### src/rtl/seq_scan_ctrl.sv
// seq_scan_ctrl
// Turns the bit-serial 1011_0101 pattern detector into a word-level scanning
// engine. Each word is taken over a valid/ready handshake. The detector is
// cleared for one cycle, and the word is then shifted out MSB-first, one bit
// per clock. Flags seen while shifting are counted, and the per-word count is
// returned over a second valid/ready handshake. A saturating total of all
// matches since reset is kept alongside.
module seq_scan_ctrl #(
    parameter int WIDTH = 8,
    parameter int CNT_W = 4,
    parameter int TOT_W = 16
) (
    input  logic             clk,
    input  logic             rst,
    input  logic             in_valid,
    input  logic [WIDTH-1:0] in_data,
    output logic             in_ready,
    output logic             det_x,
    output logic             det_rst,
    input  logic             det_flag,
    output logic             out_valid,
    output logic [CNT_W-1:0] out_count,
    input  logic             out_ready,
    output logic             busy,
    output logic [TOT_W-1:0] total_matches
);

    localparam int BIT_W = (WIDTH > 1) ? $clog2(WIDTH) : 1;
    localparam logic [BIT_W-1:0] LAST_BIT = BIT_W'(WIDTH - 1);

    typedef enum logic [1:0] {
        IDLE,
        CLEAR,
        SHIFT,
        REPORT
    } state_t;

    state_t           state;
    state_t           state_nxt;
    logic [WIDTH-1:0] shreg;
    logic [BIT_W-1:0] bit_cnt;
    logic             accept;
    logic             shift_en;
    logic             count_en;

    // State register; rst aborts any word in flight and returns to IDLE
    always_ff @(posedge clk or negedge rst) begin
        if (!rst) begin
            state <= IDLE;
        end else begin
            state <= state_nxt;
        end
    end

    // Next-state and handshake/detector outputs. The detector is held in
    // reset while the controller is, so both leave reset together.
    always_comb begin
        state_nxt = state;
        in_ready  = 1'b0;
        out_valid = 1'b0;
        busy      = 1'b1;
        det_x     = 1'b0;
        det_rst   = ~rst;
        accept    = 1'b0;
        shift_en  = 1'b0;
        count_en  = 1'b0;
        case (state)
            IDLE: begin
                in_ready = 1'b1;
                busy     = 1'b0;
                if (in_valid) begin
                    accept    = 1'b1;
                    state_nxt = CLEAR;
                end
            end
            CLEAR: begin
                det_rst   = 1'b1;
                state_nxt = SHIFT;
            end
            SHIFT: begin
                det_x    = shreg[WIDTH-1];
                shift_en = 1'b1;
                count_en = det_flag;
                if (bit_cnt == LAST_BIT) begin
                    state_nxt = REPORT;
                end
            end
            REPORT: begin
                out_valid = 1'b1;
                if (out_ready) begin
                    state_nxt = IDLE;
                end
            end
            default: begin
                state_nxt = IDLE;
            end
        endcase
    end

    // Word shift register, bit counter and saturating match counters. The
    // flag belongs to the bit currently on det_x, so it is counted on the same
    // edge that shifts that bit out.
    always_ff @(posedge clk or negedge rst) begin
        if (!rst) begin
            shreg         <= '0;
            bit_cnt       <= '0;
            out_count     <= '0;
            total_matches <= '0;
        end else if (accept) begin
            shreg     <= in_data;
            bit_cnt   <= '0;
            out_count <= '0;
        end else if (shift_en) begin
            shreg   <= {shreg[WIDTH-2:0], 1'b0};
            bit_cnt <= bit_cnt + BIT_W'(1);
            if (count_en) begin
                if (out_count != '1) begin
                    out_count <= out_count + CNT_W'(1);
                end
                if (total_matches != '1) begin
                    total_matches <= total_matches + TOT_W'(1);
                end
            end
        end
    end

endmodule

### config.mk
export PLATFORM = sky130hd
export DESIGN_NAME = seq_scan_ctrl
export DESIGN_NICKNAME = d
export VERILOG_FILES = /design/src/rtl/seq_scan_ctrl.sv
export SDC_FILE = /design/constraint.sdc
export NUM_CORES = 1
export LEC_CHECK = 0
export CORE_ASPECT_RATIO = 2
export CORE_MARGIN = 5
export CORE_UTILIZATION = 53
export CTS_CLUSTER_SIZE = 16
export DETAILED_ROUTE_END_ITERATION = 10
export GPL_TIMING_DRIVEN = 0
export PLACE_DENSITY_LB_ADDON = 0.3
export SYNTH_ARGS = -nofsm -noshare
export SYNTH_HDL_FRONTEND = slang
export SYNTH_SLANG_ARGS = --single-unit
### constraint.sdc
create_clock -name clk -period 4.5 [get_ports clk]
set_clock_uncertainty 0.05 [all_clocks]
set_input_delay 0.9 -clock clk [delete_from_list [all_inputs] [get_ports clk]]
set_output_delay 0.9 -clock clk [all_outputs]
set_load 0.005 [all_outputs]
==> summary.txt, run 1 <==
Yosys
  – Top cell type's share of synthesized area: 48.7%
  – Seq/Total Area, Yosys: 48.7%
  – Synth top area cells: dfrtp_1 (49%), xor2_1 (7.7%), ha_1 (6.6%), mux2i_1 (5.9%), nand2_1 (4.2%)
  – Flops & latches, synth: 33
  – Primary FF master, synth: dfrtp_1
  – Mean Syn Cell Area: 10.6 um^2
  – Yosys warning count: 0
  – Post-synth ARST share: 100%
  – Synth unique cells: 29
  – Yosys top cell by area: dfrtp_1
  – EDFF count, synth: 0
  – Syn Inst Count: 160
  – Synthesized Nets: 182
  – Mapped Area: 0.00170 mm^2

Clock network
  – Worst-path clk slew: 0.07 ns
  – Hold-fix buffers, CTS: 0
  – Worst-skew pair later-pin latency: 0.29 ns
  – Post_cts resized: 0
  – Inserted Clock Buffers: 5
  – CTS tree: done
  – Root Buffer: clkbuf_8
  – CTS H-tree depth: 2
  – Clk buf depth: 2
  – TritonCTS sink count: 33
  – Number of buffers added for setup after CTS: 0

Timing
  – TNS Setup: 0 ns
  – FMAX: 329 MHz
  – Final hold slack: 0.464 ns
  – Worst slew margin: 51.3%
  – Finish-stage setup viols: 0
  – Final min period: 3.04 ns
  – Tcrit/Tclk final: 67.5%
  – RSZ-0062 raised after global routing: false
  – Max Slew Vio Count: 0
  – Hold Fails Final Rpt: 0
  – Worst slew pin tran: 0.731 ns

Finish
  – Fin area: 0.00223 mm^2
  – Final #Nets: 226
  – Area grow syn2layout: 31.7%
  – Final Util: 71.6%
  – Fillers: 230
  – Layout cell share with drive strength beyond 1: 9.27%
  – ANT cells: 0

Worst setup path
  – CP peak stage delay: 0.49 ns
  – Crit path DAT: 2.09 ns
  – Critical Path RT: 3.55 ns
  – CP max FO: 10
  – Worst setup SP type: flip-flop
  – Worst-path cell chain: inv_1 -> ha_1 -> buf_4 -> buf_2 -> and2_1 -> clkdlybuf4s50_1
  – Crit path capture type: output port
  – Critical path class: reg2out
  – Critical path's slowest cell: clkdlybuf4s50_1

Floorplan
  – Width of the die: 50.0 um
  – Core ar.: 0.00312 mm^2
  – Num rows: 29
  – Initial core utilization: 54.3%
  – Num ports: 38
  – Die footprint: 0.00450 mm^2
  – Die Ht: 90.0 um

Power
  – Max IR drop VDD: 334 uV
  – Switching part of the total power: 31.2%
  – PD cells: 533 mW/mm^2
  – Part of the power in combinational logic: 34.5%
  – Leak pwr: 1.09 nW
  – Cell Int Power: 0.000819 W
  – Switching Power: 0.000371 W
  – Seq pwr share: 37.7%
  – Clock network power share: 27.8%

Drt
  – Routed len/inst: 16.2 um
  – Vias per cell: 5.64
  – Total number of vias: 1,332
  – Final ANT Viol Nets: 0
  – Post-Route WL: 3.82 mm
  – DRT iter0 DRCs: 24
  – Iteration count of the initial detailed-routing pass: 4
  – Post-route DRC: 0

GRT
  – Largest net degree at the start of global routing: 35
  – Gr ovfl total: 0
  – First-pass GRT wire length: 6.47 mm
  – Vias in the first global route: 1,422
  – All-Layer GR Usage: 18.0%
  – Antenna violations before repair: 0

Outcome
  – Status: finished, final reports clean

Placed design
  – Post-DP Area: 0.00210 mm^2
  – Input/output buffers: 37
  – Hpwl dp: 2.92 mm
  – GP Congestion: 0.884

Flow run
  – Max Cap Violations: 0

Hold path
  – Hold Crit Class: reg2reg
kinds of logic after synthesis:
group / count (synthesis) / synth area share (%)
and+or+nand+nor: 57 / 18.2
adders and majority gates: 9 / 6.64
buffers and inverters: 12 / 3.17
AOI/OAI and AO/OA: 19 / 6.64
xor gates and xnor gates: 19 / 9.82
muxes: 11 / 6.79
DFF: 33 / 48.7
sequential cells by signal, indices dropped and copies added, names as in the netlist:
register       cells
bit_cnt            3
out_count          4
shreg              8
state              2
total_matches     16
power by group through the flow:
| stage | combinational, W | sequential, W | clock (W) |
|---|---|---|---|
| floorplan | 0.000244 | 0.000439 | 0 |
| global placement | 0.000391 | 0.000446 | 0 |
| detailed placement | 0.000417 | 0.000455 | 0 |
| CTS | 0.000421 | 0.000449 | 0.000337 |
| global route | 0.000458 | 0.000459 | 0.000352 |
| finish | 0.000410 | 0.000449 | 0.000331 |
worst max-delay path, delay by kind of cell, from the launching register on:
family | cells | cell delay (ns)
DFF | 1 | 0.40
adders and majority gates | 1 | 0.17
buffers and inverters | 4 | 1.07
and+or+nand+nor | 1 | 0.16
cells in the mapped netlist (all sizes together), types with 3 or more instances:
library cell,count
dfrtp,33
nand2,19
xor2,15
nor2,13
o21ai,11
mux2i,10
ha,9
inv,7
nand4,6
nor4,5
xnor2,4
a211oi,3
and3,3
buf,3
nand3,3
nor3,3
area by class of cell:
class / count / area (um^2) / share of cell area (%)
Clock inverter: 3 / 65.1 / 2.91
Multi-Input combinational cell: 115 / 816 / 36.5
Tap cell: 31 / 38.8 / 1.74
Sequential cell: 33 / 826 / 37.0
Inverter: 7 / 26.3 / 1.18
Buffer: 5 / 27.5 / 1.23
Timing Repair Buffer: 37 / 365 / 16.4
Clock buffer: 5 / 68.8 / 3.08
worst paths after layout:
kind	start	to	slack (ns)	cells past startpoint
hold / removal	total_matches[4]$_DFFE_PN0P_	total_matches[4]$_DFFE_PN0P_	0.46	1
max in group asynchronous	rst	total_matches[4]$_DFFE_PN0P_	3.31	1
min in group asynchronous	rst	total_matches[8]$_DFFE_PN0P_	0.62	1
setup reg to reg	state[0]$_DFFE_PN0P_	total_matches[15]$_DFFE_PN0P_	2.58	7
hold reg to reg	total_matches[4]$_DFFE_PN0P_	total_matches[4]$_DFFE_PN0P_	0.46	1
setup / recovery	state[0]$_DFFE_PN0P_	det_x	1.46	6
routing by layer:
metal	vias to the layer above	routed length [um]	track usage, %
met5	-	0	0
met4	0	110	8.53
met3	12	169	3.31
met2	37	2210	32.6
met1	646	1330	19.0
li1	637	-	-
stage by stage:
| step | instances | setup WS [ns] | power [W] |
|---|---|---|---|
| 2_1_floorplan | 160 | 2.39 | 0.000684 |
| 3_3_place_gp | 228 | 0.486 | 0.000836 |
| 3_5_place_dp | 228 | 1.42 | 0.000872 |
| 4_1_cts | 236 | 1.41 | 0.00121 |
| 5_1_grt | 236 | 1.32 | 0.00127 |
| 6_report | 236 | 1.46 | 0.00119 |
cells in the final DEF (no fill, tap or decap), drive strengths merged:
| cell | count |
|---|---|
| a211oi | 3 |
| a21oi | 2 |
| a222oi | 1 |
| a311oi | 1 |
| a31oi | 1 |
| and2 | 2 |
| and3 | 3 |
| and4 | 1 |
| buf | 4 |
| bufinv | 2 |
| clkbuf | 7 |
| clkdlybuf4s50 | 36 |
| clkinv | 1 |
| dfrtp | 33 |
| ha | 9 |
| inv | 7 |
| mux2 | 1 |
| mux2i | 10 |
| nand2 | 19 |
| nand2b | 2 |
| nand3 | 3 |
| nand4 | 6 |
| nor2 | 13 |
| nor3 | 3 |
| nor4 | 5 |
| o21ai | 11 |
| xnor2 | 4 |
| xor2 | 15 |
No activity file was read; power rests on OpenSTA's default activity.
==> run 2, diff against run 1 <==
- CORE_UTILIZATION: 53 -> 45
- clock period: 4.5 -> 2.5 ns (I/O delays scaled with it)
==> run 2 against run 1 <==
- cell count up 6.8%
- via count down 2.1%
- critical endpoint unchanged
- critical path type unchanged
- worst setup slack worse by 1.4 ns
- global-route usage down 2.2 points
- first-iteration DRC count down 54%
- combinational power up 80%
- count of clock-buffer cells in the layout up 2
- sequential share of layout area up 0.38 points
- worst hold slack worse by 0.24 ns
- clock power up 21%
- critical path depth down 1
- largest cell class unchanged
- power up 63%
==> summary.txt, run 2 (synthesized netlist as in run 1, its figures left out) <==
Flow run
  – Max Cap Violations: 0

Timing
  – Final min period: 2.40 ns
  – Final WS setup: 0.0983 ns
  – Max Slew Vio Count: 0
  – Finish-stage setup viols: 0
  – Worst slew pin tran: 0.741 ns
  – Worst slew margin: 50.6%
  – Tcrit/Tclk final: 96.1%
  – Hold Fails Final Rpt: 0
  – FMAX: 416 MHz
  – RSZ-0062 raised after global routing: false

Placed design
  – Pre-CTS setup slack: 0.120 ns
  – Placed instance count: 246
  – GP Congestion: 0.794
  – Hpwl dp: 2.81 mm
  – Input/output buffers: 37

Finish
  – Largest Register: total_matches
  – Largest register FFs: 16
  – ANT cells: 0
  – Commonest cells after routing, fill and taps aside: clkdlybuf4s50_1 (36), dfrtp_1 (33), nand2_1 (19)
  – Biggest regs: total_matches (16), shreg (8), out_count (4)
  – Final #Nets: 225
  – Fin cells: 252
  – Area grow syn2layout: 30.4%
  – Layout cell share with drive strength beyond 1: 7.88%
  – Commonest non-fill, non-tap cell in the layout: clkdlybuf4s50_1

Floorplan
  – Core ar.: 0.00365 mm^2
  – Num ports: 38
  – Die Ht: 96.8 um
  – Num rows: 31
  – Initial core utilization: 46.5%
  – Width of the die: 53.4 um
  – Die footprint: 0.00517 mm^2

Worst setup path
  – Critical path's slowest cell: clkdlybuf4s50_1
  – Crit path DAT: 1.85 ns
  – Crit path capture type: output port
  – CP max FO: 17
  – Worst setup SP type: flip-flop
  – Worst-path cell chain: inv_1 -> ha_1 -> buf_8 -> and2_1 -> clkdlybuf4s50_1
  – Critical path class: reg2out
  – CP peak stage delay: 0.50 ns
  – Critical Path RT: 1.95 ns
  – R2R setup slack: 0.54 ns

GRT
  – First-pass GRT wire length: 6.17 mm
  – Gr ovfl total: 0
  – All-Layer GR Usage: 15.8%
  – Antenna violations before repair: 0
  – Vias in the first global route: 1,355
  – Largest net degree at the start of global routing: 35

Clock network
  – Inserted Clock Buffers: 5
  – Root Buffer: clkbuf_8
  – Worst-path clk slew: 0.06 ns
  – TritonCTS sink count: 33
  – Number of buffers added for setup after CTS: 0
  – Clk buf depth: 2
  – Worst-skew pair later-pin latency: 0.29 ns
  – Hold-fix buffers, CTS: 0
  – Post_cts resized: 0
  – CTS tree: done
  – CTS H-tree depth: 2

Outcome
  – Status: finished, final reports clean

Power
  – Leak pwr: 1.06 nW
  – PD cells: 877 mW/mm^2
  – Max IR drop VDD: 657 uV

Drt
  – Final ANT Viol Nets: 0
  – Post-Route WL: 3.55 mm
  – Post-route DRC: 0
  – Total number of vias: 1,304
  – Vias per cell: 5.17
  – DRT iter0 DRCs: 11
  – Iteration count of the initial detailed-routing pass: 4
  – Routed len/inst: 14.1 um

Hold path
  – Hold Crit Class: in2async
==> run 2: cell types whose count changed in the layout (fill, tap and decap cells not counted) <==
cell | before | now
clkbuf_1 | 2 | 3
buf_2 | 2 | 1
clkinv_2 | 1 | 0
bufinv_16 | 2 | 0
buf_8 | 0 | 1
clkbuf_8 | 5 | 6
buf_4 | 2 | 1
==> run 2: worst paths after layout <==
kind / startpoint / depth (start not counted) / endpoint
max: state[0]$_DFFE_PN0P_ / 5 / det_x
min: rst / 1 / total_matches[5]$_DFFE_PN0P_
max reg2reg: state[0]$_DFFE_PN0P_ / 7 / total_matches[15]$_DFFE_PN0P_
min reg2reg: total_matches[15]$_DFFE_PN0P_ / 1 / total_matches[15]$_DFFE_PN0P_
max in group asynchronous: rst / 1 / total_matches[14]$_DFFE_PN0P_
min in group clk: total_matches[15]$_DFFE_PN0P_ / 1 / total_matches[15]$_DFFE_PN0P_
==> run 2: area by class of cell <==
cell class | count | area (um^2)
buffer | 4 | 30.0
clock buffer | 7 | 86.3
fill | 348 | 1440
inverter | 7 | 26.3
multi-input combinational | 115 | 816
sequential | 33 | 826
tap | 49 | 61.3
timing repair buffer | 37 | 365
==> run 2: stage by stage <==
step	util (%)	total power (W)	hold WS, ns	area [um^2]	TNS, ns
after floorplan	-	0.00123	0.154	1700	0
after global placement	58.3	0.00151	0.457	2130	-0.716
after detailed placement	58.2	0.00156	0.462	2120	0
after CTS	60.4	0.00196	0.243	2200	0
after global routing	60.6	0.00209	0.293	2210	0
final	60.6	0.00194	0.225	2210	0
==> run 2: power breakdown <==
group	switching [W]	internal [W]	total [W]
combinational	0.000338	0.000399	0.000737
sequential	0.000120	0.000685	0.000804
clock	0.000181	0.000218	0.000399
==> run 2: critical path: cells and delay by family (launching register included) <==
kind,cells,cell delay [ns]
flops,1,0.40
fa+ha+maj,1,0.20
simple gates,1,0.15
buf+inv,3,0.81
==> run 2: metal layers <==
| metal | share of wire (%) | GRT usage (%) | up-vias | routed length, um |
|---|---|---|---|---|
| met4 | 2.9 | 9.06 | 0 | 104 |
| met1 | 37 | 16.9 | 631 | 1300 |
| met2 | 56 | 26.8 | 29 | 1990 |
| met3 | 4.3 | 3.69 | 8 | 154 |
| li1 | - | - | 636 | - |
| met5 | 0 | 0 | - | 0 |
==> run 3, diff against run 2 <==
- SKIP_CTS_REPAIR_TIMING: default -> 1
==> run 3 against run 2 <==
- register-to-register slack barely moved
- core utilization grew 0.14 points
- cell count unchanged
- count of clock-buffer cells in the layout unchanged
- critical endpoint unchanged
- fmax grew 0.24%
- power is 0.62% higher
==> summary.txt, run 3 (synthesized netlist as in run 1, its figures left out) <==
Timing
  – Hold Fails Final Rpt: 0
  – Final hold slack: 0.219 ns
  – Worst slew margin: 51.6%
  – RSZ-0062 raised after global routing: false
  – Finish-stage setup viols: 0
  – Tcrit/Tclk final: 95.8%
  – Final min period: 2.40 ns
  – Max Slew Vio Count: 0
  – Worst slew pin tran: 0.726 ns
  – FMAX: 417 MHz

Clock network
  – TritonCTS sink count: 33
  – CTS tree: done
  – Worst-skew pair later-pin latency: 0.29 ns
  – CTS H-tree depth: 2
  – Clk buf depth: 2
  – Root Buffer: clkbuf_8
  – Inserted Clock Buffers: 5
  – Worst-path clk slew: 0.06 ns

Drt
  – Post-route DRC: 0
  – Post-Route WL: 3.55 mm
  – Total number of vias: 1,302
  – Routed len/inst: 14.1 um
  – Final ANT Viol Nets: 0
  – Vias per cell: 5.17
  – Iteration count of the initial detailed-routing pass: 4
  – DRT iter0 DRCs: 16

Power
  – Cell Int Power: 0.00131 W
  – Seq pwr share: 41.3%
  – PD cells: 881 mW/mm^2
  – Max IR drop VDD: 657 uV
  – Clock network power share: 20.4%
  – Switching Power: 0.000640 W
  – Switching part of the total power: 32.8%
  – Part of the power in combinational logic: 38.3%
  – Leak pwr: 1.06 nW

Placed design
  – Input/output buffers: 37
  – GP Congestion: 0.794
  – Placed instance count: 246
  – Hpwl dp: 2.81 mm

Worst setup path
  – Crit path DAT: 1.85 ns
  – CP max FO: 17
  – Critical path class: reg2out
  – Worst-path cell chain: inv_1 -> ha_1 -> buf_12 -> and2_1 -> clkdlybuf4s50_1
  – Worst setup SP type: flip-flop
  – Critical path's slowest cell: clkdlybuf4s50_1
  – Buf/Inv on CP: 3
  – Crit path capture type: output port
  – Critical Path RT: 1.95 ns
  – Delay-heaviest family, CP: buffers and inverters
  – CP peak stage delay: 0.50 ns

GRT
  – Grt met3 use: 3.69%
  – Gr ovfl total: 0
  – Gr busiest metal: met2
  – First-pass GRT wire length: 6.26 mm
  – Largest net degree at the start of global routing: 35
  – Vias in the first global route: 1,363
  – Met2 track demand over resource: 27.2%
  – Antenna violations before repair: 0
  – Global-route met1 utilization: 17.2%
  – All-Layer GR Usage: 16.0%

Finish
  – Area grow syn2layout: 30.7%
  – Largest Register: total_matches
  – Biggest regs: total_matches (16), shreg (8), out_count (4)
  – Commonest non-fill, non-tap cell in the layout: clkdlybuf4s50_1
  – Final #Nets: 225
  – Fin cells: 252
  – ANT cells: 0
  – Largest register FFs: 16
  – Commonest cells after routing, fill and taps aside: clkdlybuf4s50_1 (36), dfrtp_1 (33), nand2_1 (19)
  – Layout cell share with drive strength beyond 1: 7.88%

Hold path
  – Hold Crit Class: in2async

Floorplan
  – Die footprint: 0.00517 mm^2
  – Num rows: 31
  – Width of the die: 53.4 um
  – Num ports: 38
  – Core ar.: 0.00365 mm^2
  – Die Ht: 96.8 um
  – Initial core utilization: 46.5%

Outcome
  – Status: finished, final reports clean

Flow run
  – Max Cap Violations: 0
[run 3: cell count changes in the layout (fill, tap and decap cells not counted)]
cell / previous run / this run
buf_12: 0 / 1
buf_8: 1 / 0
[run 3: cell type report]
type                    instances  area (um^2)
fillers                       346         1430
well taps                      49         61.3
repair buffers                 37          365
multi-input cells             115          816
inverters                       7         26.3
plain buffers                   4         35.0
flip-flops and latches         33          826
clock buffers                   7         86.3
[run 3: worst register-to-register path, cell delays in order, from the launching register on]
cell     delay (ns)
dfrtp_1        0.40
inv_1          0.13
ha_1           0.22
buf_12         0.17
and4_2         0.30
nand4_2        0.15
nor4_1         0.30
xor2_1         0.17
[run 3: final timing paths]
check / from / end / slack (ns) / cells past startpoint
setup / recovery: state[0]$_DFFE_PN0P_ / det_x / 0.10 / 5
hold / removal: rst / total_matches[5]$_DFFE_PN0P_ / 0.22 / 1
setup reg to reg: state[0]$_DFFE_PN0P_ / total_matches[15]$_DFFE_PN0P_ / 0.54 / 7
hold reg to reg: total_matches[15]$_DFFE_PN0P_ / total_matches[15]$_DFFE_PN0P_ / 0.47 / 1
max in group asynchronous: rst / total_matches[14]$_DFFE_PN0P_ / 1.71 / 1
min in group clk: total_matches[15]$_DFFE_PN0P_ / total_matches[15]$_DFFE_PN0P_ / 0.47 / 1
[run 3: metrics by stage]
step | setup WS (ns) | util, % | total power, W | area (um^2) | setup TNS [ns]
finish | 0.104 | 60.8 | 0.00195 | 2220 | 0
global placement | -0.716 | 58.3 | 0.00151 | 2130 | -0.716
floorplan | 0.791 | - | 0.00123 | 1700 | 0
CTS | -0.203 | 60.6 | 0.00197 | 2210 | -0.203
detailed placement | 0.120 | 58.2 | 0.00156 | 2120 | 0
global route | 0.0164 | 60.8 | 0.00210 | 2220 | 0
[run 3: layer usage]
layer / vias to the layer above / wire (um) / share of wire (%)
met1: 627 / 1290 / 36
met2: 29 / 1990 / 56
met3: 8 / 154 / 4.3
met5: - / 0 / 0
li1: 638 / - / -
met4: 0 / 112 / 3.2
[run 3: power by group through the flow]
| stage | registers (W) | clock network, W | logic, W |
|---|---|---|---|
| after floorplan | 0.000791 | 0 | 0.000440 |
| after global placement | 0.000806 | 0 | 0.000706 |
| after detailed placement | 0.000817 | 0 | 0.000744 |
| after CTS | 0.000807 | 0.000415 | 0.000751 |
| after global routing | 0.000825 | 0.000435 | 0.000838 |
| final | 0.000805 | 0.000399 | 0.000748 |
